## config.mk

```make
export PLATFORM = sky130hd
export DESIGN_NAME = imm_gen_pipe
export DESIGN_NICKNAME = d
export VERILOG_FILES = /design/src/rtl/imm_gen_pipe_if.sv /design/src/rtl/imm_gen_pipe.sv
export SDC_FILE = /design/constraint.sdc
export NUM_CORES = 1
export LEC_CHECK = 0
export BUFFER_PORTS_ARGS = -buffer_cell sky130_fd_sc_hd__buf_2
export CORE_MARGIN = 3
export CORE_UTILIZATION = 47
export DETAILED_ROUTE_END_ITERATION = 8
export GPL_TIMING_DRIVEN = 0
export MAX_ROUTING_LAYER = met4
export PLACE_DENSITY_LB_ADDON = 0.2
export SETUP_SLACK_MARGIN = 0.02
export SYNTH_ARGS = -nofsm -noshare
export SYNTH_HDL_FRONTEND = slang
export SYNTH_SLANG_ARGS = --single-unit
```

## constraint.sdc

```tcl
create_clock -name i_clk -period 2.6 [get_ports i_clk]
set_clock_uncertainty 0.05 [all_clocks]
set_input_delay 0.13 -clock i_clk [delete_from_list [all_inputs] [get_ports i_clk]]
set_output_delay 0.13 -clock i_clk [all_outputs]
set_load 0.005 [all_outputs]
```

## src/rtl/imm_gen_pipe_if.sv

```systemverilog
// Handshake bundle for the pipelined immediate generator.
// slave = the generator, master = the block feeding and draining it.
interface imm_gen_pipe_if #(
  parameter int XLEN  = 64,
  parameter int TAG_W = 8
);
  logic             i_valid;
  logic             o_ready;
  logic [31:0]      i_instr;
  logic [TAG_W-1:0] i_tag;
  logic             o_valid;
  logic             i_ready;
  logic [XLEN-1:0]  o_imm;
  logic [2:0]       o_fmt;
  logic             o_illegal;
  logic [TAG_W-1:0] o_tag;

  modport slave (
    input  i_valid, i_instr, i_tag, i_ready,
    output o_ready, o_valid, o_imm, o_fmt, o_illegal, o_tag
  );

  modport master (
    output i_valid, i_instr, i_tag, i_ready,
    input  o_ready, o_valid, o_imm, o_fmt, o_illegal, o_tag
  );
endinterface

```

## src/rtl/imm_gen_pipe.sv

```systemverilog
// RV64 immediate generator: combinational decode into a
// registered valid/ready output stage with a 2-entry skid.
module imm_gen_pipe_core #(
  parameter int XLEN  = 64,
  parameter int TAG_W = 8
) (
  input  logic      i_clk,
  input  logic      i_reset,
  imm_gen_pipe_if.slave bus
);

  typedef struct packed {
    logic [XLEN-1:0]  imm;
    logic [2:0]       fmt;
    logic             ill;
    logic [TAG_W-1:0] tag;
  } entry_t;

  localparam logic [2:0] F_NONE = 3'd0;
  localparam logic [2:0] F_I    = 3'd1;
  localparam logic [2:0] F_S    = 3'd2;
  localparam logic [2:0] F_B    = 3'd3;
  localparam logic [2:0] F_U    = 3'd4;
  localparam logic [2:0] F_J    = 3'd5;
  localparam logic [2:0] F_SH   = 3'd6;

  localparam logic [1:0] S_EMPTY = 2'd0;
  localparam logic [1:0] S_FULL  = 2'd1;
  localparam logic [1:0] S_SKID  = 2'd2;

  logic [31:0] ins;
  logic [6:0]  opc;
  logic [2:0]  f3;
  logic        is_iop, is_sh, is_i;
  logic        is_s, is_b, is_u, is_j;
  logic [31:0] imm32;
  logic [2:0]  fmt;
  logic        ill;
  logic [XLEN-1:0] imm_ext;
  entry_t      new_e;

  assign ins = bus.i_instr;
  assign opc = ins[6:0];
  assign f3  = ins[14:12];

  assign is_iop = (opc == 7'b0000011) || (opc == 7'b1100111)
               || (opc == 7'b0010011) || (opc == 7'b0011011);
  assign is_sh  = ((opc == 7'b0010011) || (opc == 7'b0011011))
               && ((f3 == 3'b001) || (f3 == 3'b101));
  assign is_i   = is_iop && !is_sh;
  assign is_s   = opc == 7'b0100011;
  assign is_b   = opc == 7'b1100011;
  assign is_u   = (opc == 7'b0110111) || (opc == 7'b0010111);
  assign is_j   = opc == 7'b1101111;

  // Shift amounts are built with a clear MSB so the common
  // sign-extension below zero-extends them.
  always_comb begin
    imm32 = '0;
    fmt   = F_NONE;
    ill   = 1'b0;
    unique case (1'b1)
      is_sh: begin
        fmt = F_SH;
        imm32 = opc[3] ? {27'b0, ins[24:20]}
                       : {26'b0, ins[25:20]};
      end
      is_i: begin
        fmt = F_I;
        imm32 = {{20{ins[31]}}, ins[31:20]};
      end
      is_s: begin
        fmt = F_S;
        imm32 = {{20{ins[31]}}, ins[31:25], ins[11:7]};
      end
      is_b: begin
        fmt = F_B;
        imm32 = {{19{ins[31]}}, ins[31], ins[7],
                 ins[30:25], ins[11:8], 1'b0};
      end
      is_u: begin
        fmt = F_U;
        imm32 = {ins[31:12], 12'b0};
      end
      is_j: begin
        fmt = F_J;
        imm32 = {{11{ins[31]}}, ins[31], ins[19:12],
                 ins[20], ins[30:21], 1'b0};
      end
      default: ill = 1'b1;
    endcase
  end

  always_comb begin
    imm_ext = '0;
    imm_ext[31:0] = imm32;
    for (int k = 32; k < XLEN; k++) imm_ext[k] = imm32[31];
  end

  assign new_e = '{imm: imm_ext, fmt: fmt,
                   ill: ill, tag: bus.i_tag};

  logic [1:0] state_q, state_d;
  entry_t     main_q, main_d;
  entry_t     skid_q, skid_d;
  logic       rdy, vld, accept, consume;

  assign rdy     = state_q != S_SKID;
  assign vld     = state_q != S_EMPTY;
  assign accept  = bus.i_valid && rdy;
  assign consume = vld && bus.i_ready;

  always_comb begin
    state_d = state_q;
    main_d  = main_q;
    skid_d  = skid_q;
    unique case (state_q)
      S_EMPTY: begin
        if (accept) begin
          main_d  = new_e;
          state_d = S_FULL;
        end
      end
      S_FULL: begin
        if (accept && consume) begin
          main_d = new_e;
        end else if (accept) begin
          skid_d  = new_e;
          state_d = S_SKID;
        end else if (consume) begin
          state_d = S_EMPTY;
        end
      end
      S_SKID: begin
        if (consume) begin
          main_d  = skid_q;
          state_d = S_FULL;
        end
      end
      default: state_d = S_EMPTY;
    endcase
  end

  always_ff @(posedge i_clk or posedge i_reset) begin
    if (i_reset) begin
      state_q <= S_EMPTY;
      main_q  <= '0;
      skid_q  <= '0;
    end else begin
      state_q <= state_d;
      main_q  <= main_d;
      skid_q  <= skid_d;
    end
  end

  assign bus.o_ready   = rdy;
  assign bus.o_valid   = vld;
  assign bus.o_imm     = main_q.imm;
  assign bus.o_fmt     = main_q.fmt;
  assign bus.o_illegal = main_q.ill;
  assign bus.o_tag     = main_q.tag;

endmodule

module imm_gen_pipe #(
  parameter int XLEN  = 64,
  parameter int TAG_W = 8
) (
  input  logic             i_clk,
  input  logic             i_reset,
  input  logic             i_valid,
  output logic             o_ready,
  input  logic [31:0]      i_instr,
  input  logic [TAG_W-1:0] i_tag,
  output logic             o_valid,
  input  logic             i_ready,
  output logic [XLEN-1:0]  o_imm,
  output logic [2:0]       o_fmt,
  output logic             o_illegal,
  output logic [TAG_W-1:0] o_tag
);

  imm_gen_pipe_if #(.XLEN(XLEN), .TAG_W(TAG_W)) bus ();

  assign bus.i_valid = i_valid;
  assign bus.i_instr = i_instr;
  assign bus.i_tag   = i_tag;
  assign bus.i_ready = i_ready;
  assign o_ready     = bus.o_ready;
  assign o_valid     = bus.o_valid;
  assign o_imm       = bus.o_imm;
  assign o_fmt       = bus.o_fmt;
  assign o_illegal   = bus.o_illegal;
  assign o_tag       = bus.o_tag;

  imm_gen_pipe_core #(.XLEN(XLEN), .TAG_W(TAG_W)) u_core (
    .i_clk   (i_clk),
    .i_reset (i_reset),
    .bus     (bus.slave)
  );

endmodule

```

# Word level (Yosys, flattened, before mapping)
# Cells that the tools add are included.
# Widths: inputs -> output; s select.
# totals
word_cells	62
ff_bits	122
inputBits	44
out_inout_bits	78
# op_classes
bitwise_logic	1
n_eq_ne	19
n_mux	14
reduce_logical	19
# op_table
op	n
$mux 76	3
$pmux 76 s3	1
$pmux 32 s6	1
$eq 7x5->1 const B	3
$eq 7x7->1 const B	3
$pmux 3 s6	1
$eq 7x6->1 const B	2
$mux 2	5
$reduce_and 4->1	2
$eq 7x2->1 const B	1
$logic_or 1x1->1	6
$mux 6	1
$ne 2x1->1 const B	3
$pmux 2 s3	1
$reduce_or 6->1	1
$logic_and 1x1->1	5
$ne 2x2->1 const B	2
$eq 3x1->1 const B	1
$eq 3x3->1 const B	1
$ne 3x1->1 const B	1
$reduce_and 3->1	1
$reduce_bool 3->1	1
$eq 2x1->1 const B	1
$eq 2x2->1 const B	1
other kinds (5)	5

# Longest topological paths before layout
# depth
depth_word	9
mapped_depth	8

# Worst setup path before layout
# OpenSTA, ideal clock, no wires.
# synth_timing
path_type	register to register
start	reg u_core.state_q[1]
end	reg u_core.main_q, in the netlist u_core.bus.o_imm[12]
t_arrival_ns	1.493
path_buffers	1
stages_incl_launch_ff	7
required_ns	2.477
setup_time_ns	0.073
path_slack_ns	0.984
cell_sequence	dfrtp_1 -> mux2i_2 -> a2bb2oi_4 -> nor2_4 -> and2_4 -> buf_6 -> a21oi_2
# synth_between
elab_chain_cells	5
# synth_rtl
element	line_no	rtl
start, declared	imm_gen_pipe.sv:103	logic [1:0] state_q, state_d;
start signal, assigned	imm_gen_pipe.sv:150	state_q <= state_d;
$ne 2x2->1 / $reduce_bool 2->1 (equally long branches)	imm_gen_pipe.sv:108, imm_gen_pipe.sv:109	
$logic_and 1x1->1 (on tied branches)	imm_gen_pipe.sv:110, imm_gen_pipe.sv:111	
$logic_and 1x1->1	imm_gen_pipe.sv:125	if (accept && consume) begin
$ne 2x1->1 (no line)	n/a	
$reduce_and 4->1 (no line)	n/a	
end signal, assigned	imm_gen_pipe.sv:151	main_q <= main_d;
end, declared	imm_gen_pipe.sv:104	entry_t main_q, main_d;
# Parallel ways exist; a longest one is shown, timed or not.
# A chain may end at the register's enable or synchronous reset.

# Final worst setup path
# layout_timing
start	reg u_core.state_q[1]
end	out o_ready
# layout_between
elab_chain_cells	1
# layout_rtl
element	line_no	rtl
$ne 2x2->1	imm_gen_pipe.sv:108	assign rdy = state_q != S_SKID;
end, declared	imm_gen_pipe.sv:172	output logic o_ready,
# No other way between the ends.

==> impl_metrics.toml <==
[run_status]
status = "finished, final reports clean"

[clock_network]
cts_root_buf = "clkbuf_8"
cts_tree = "done"
cts_buffers = 9
clk_latency_ps = 350
cts_setup_buffers = 0
htreeDepth = 3
clkTransAtPathRegs_ps = 90
cts_sinks = 90
cts_buffer_depth = 2

[sta]
min_period_ps = 2090
fin_ws_ps = 513
rsz0062_at_grt = "no"
drv_slew = 0
fmax_mhz = 479
finalCritPeriodShare = 0.803
tightest_slew_ps = 957
slew_headroom = 0.362
final_hold_viol_count = 0
setup_viol = 0

[logic_synthesis]
synth_edf_count = 0
synth.top_cells.by_count = "90 x dfrtp_1, 77 x nand2_1, 50 x a21oi_1"
synthTopCellsByArea = "dfrtp_1 51%, nand2_1 6.5%, a21oi_1 5.7%"
yosysUniqueCellTypes = 43
synth_top_area_cell = "dfrtp_1"
netlist_area_mm2 = 0.00442
ys_ff_latch = 90
netlist_instances = 483
yosys_warnings = 0
ys_async_sr_fraction = 1.00
syn_nets = 527
synth_xor_xnor_area_share = 0
synth_top_area_share = 0.509
synth_compound_area_frac = 0.191
synth_top_family_by_area = "simple AND/OR/NAND/NOR gates"
muxShareOfSynthArea = 0.00566
ys_seq_area_frac = 0.509
synth.most_common_cell = "dfrtp_1"
synth_fa_ha_area_frac = 0
synthFlopType = "dfrtp_1"
synth_area_per_cell_um2 = 9.16
synth_simple_gate_area_frac = 0.194

[floorplan]
die_w_um = 103
num_rows = 34
pin_count = 122
dieArea_mm2 = 0.0106
die_h_um = 103
initial_utilization = 0.495
core_area_mm2 = 0.00893

[worst_setup_path]
max_stage_delay_ps = 450
crit_fanout = 10
path_class = "register to output port"
crit_path_end_kind = "output port"
cp-start-kind = "register"
crit_slowest_cell = "dfrtp_1"
worst_ep_arrival_time_ps = 1910
cp.required_ps = 2420
cp_common_cell = "buf_2"
worst_r2r_path_depth = 6
path_cells = "nor2b_1, buf_2, inv_1, buf_2, buf_2, buf_2"

[place]
place_ws_ps = 723
routabilityCongestion = 0.917
dp.cells = 711
portBuffers = 119
post_dp_cell_area_mm2 = 0.00518
place_hpwl_mm = 8.65

[global_routing]
grt.overflow.total = 0
use_met2 = 0.386
gr-usage-met3 = 0.0345
grt_antenna_before_repair = 0
grt.met1_usage = 0.321
grt_max_degree = 70
first_global_vias = 3784
busiest_layer = "met2"
grt.total_usage = 0.240
grt_pass1_wl_mm = 19.3

[drt]
wl_per_cell_um = 16.2
ant_nets = 0
drt-total-wl_mm = 12.2
drt-pass1-iter-count = 5
num_vias = 4007
viasPerCell = 5.34
drt-initial-drc-count = 183
drc = 0

[power_and_ir_drop]
p_int_w = 0.00268
vdd_drop_max_v = 0.000403
powerDensity_mw_per_mm2 = 706
p_seq_frac = 0.493
p_leak_nw = 2.74
pwr-share-clk = 0.231
p_sw_frac = 0.324
power.share.combinational = 0.276
total_power_w = 0.00396
p_switching_w = 0.00129

[cells_and_area]
multi_input_area_mm2 = 0.00173
final_layout_size_suffix_gt1_frac = 0.316
fillers = 783
layout.nets = 682
finalNonFillerCells = 751
post-route-util = 0.628
areaGrowthSynthToFinish_pct = 26.9
final_area_mm2 = 0.00561
n_antenna_cell = 0
seq_area_mm2 = 0.00225

[flow_run]
maxCapViolCount = 0

[min_path]
worstHoldPathCells = 3
hp-class = "input port to register"
[final timing paths]
kind	startpoint	end	slack (ps)
hold / removal	i_instr[21]	u_core.skid_q[33]	20
max in group asynchronous	i_reset	u_core.bus.o_imm[19]	1650
setup / recovery	u_core.state_q[1]	o_ready	510
setup reg to reg	u_core.state_q[1]	u_core.bus.o_imm[14]	710
hold reg to reg	u_core.skid_q[11]	u_core.skid_q[11]	430
min in group asynchronous	i_reset	u_core.bus.o_tag[1]	230
[power by group through the flow]
stage	clock [W]	sequential, W	combinational [W]
global placement	0	0.00196	0.00105
finish	0.000917	0.00195	0.00109
floorplan	0	0.00196	0.000623
CTS	0.000944	0.00195	0.00110
global route	0.000986	0.00199	0.00124
detailed placement	0	0.00198	0.00107
[cell usage in the layout, fill, tap and decap left out, drive strengths merged]
cell type    synthesis  layout
a2111oi              1       1
a211oi               1       1
a21o                 4       4
a21oi               51      51
a221o                4       4
a22o                 5       5
a22oi                4       4
a2bb2oi              1       1
a31oi               17      17
a32oi                1       1
and2                 3       3
and2b                2       2
and3                 8       8
buf                 55     175
clkbuf               8      19
clkinv               0       2
clkinvlp             0       2
dfrtp               90      90
dlygate4sd3          0      24
inv                  5       6
mux2                 1       1
mux2i                1       1
nand2               77      77
nand2b               3       3
nand3                5       5
nand3b               3       3
nand4                2       2
nor2                42      42
nor2b                2       2
nor3                 3       3
nor3b                2       2
o211ai               2       2
o21a                 1       1
o21ai               47      47
o22ai                1       1
o2bb2ai              1       1
or2                  1       1
or3                 29      29
[flip-flops by register name (all words and copies together), names as in the netlist]
register              flops
u_core.bus.o_illegal      1
u_core.bus.o_imm         32
u_core.skid_q            44
u_core.bus.o_fmt          3
u_core.state_q            2
u_core.bus.o_tag          8
[critical path: cells and delay by family (launching register included)]
family	cells	cell delay, ps
simple gates	1	160
buf+inv	5	940
flops	1	450
[metal layers]
metal | wire length (um) | vias up | share of wire
met5 | 0 | - | 0
met4 | 64 | 0 | 0.0052
met3 | 658 | 5 | 0.054
met2 | 5990 | 135 | 0.49
met1 | 5490 | 1913 | 0.45
li1 | - | 1954 | -
[area by class of cell]
cell class	count	area share
timing repair buffer	144	0.154
clock inverter	5	0.00669
inverter	5	0.00379
clock buffer	11	0.0270
multi-input combinational	325	0.308
sequential	90	0.401
buffer	63	0.0758
tap	108	0.0241
[what timing repair did]
action,4_1_cts,5_1_grt
resized for setup,0,0
hold endpoints to repair,64,0
hold buffers,24,0
[metrics by stage]
| step | setup TNS, ps | hold slack (ps) |
|---|---|---|
| 3_5_place_dp | 0 | 62.4 |
| 6_report | 0 | 18.2 |
| 3_3_place_gp | -86630 | 292 |
| 5_1_grt | 0 | 26.6 |
| 2_1_floorplan | 0 | 185 |
| 4_1_cts | 0 | 2.10 |
[cells by family after synthesis]
kind of cell | count (synthesis)
buffers and inverters | 68
flip-flops | 90
multiplexers | 2
AO/OA/AOI/OAI | 141
AND/OR/NAND/NOR | 182
Note: power is estimated with default switching activity, not from simulation.
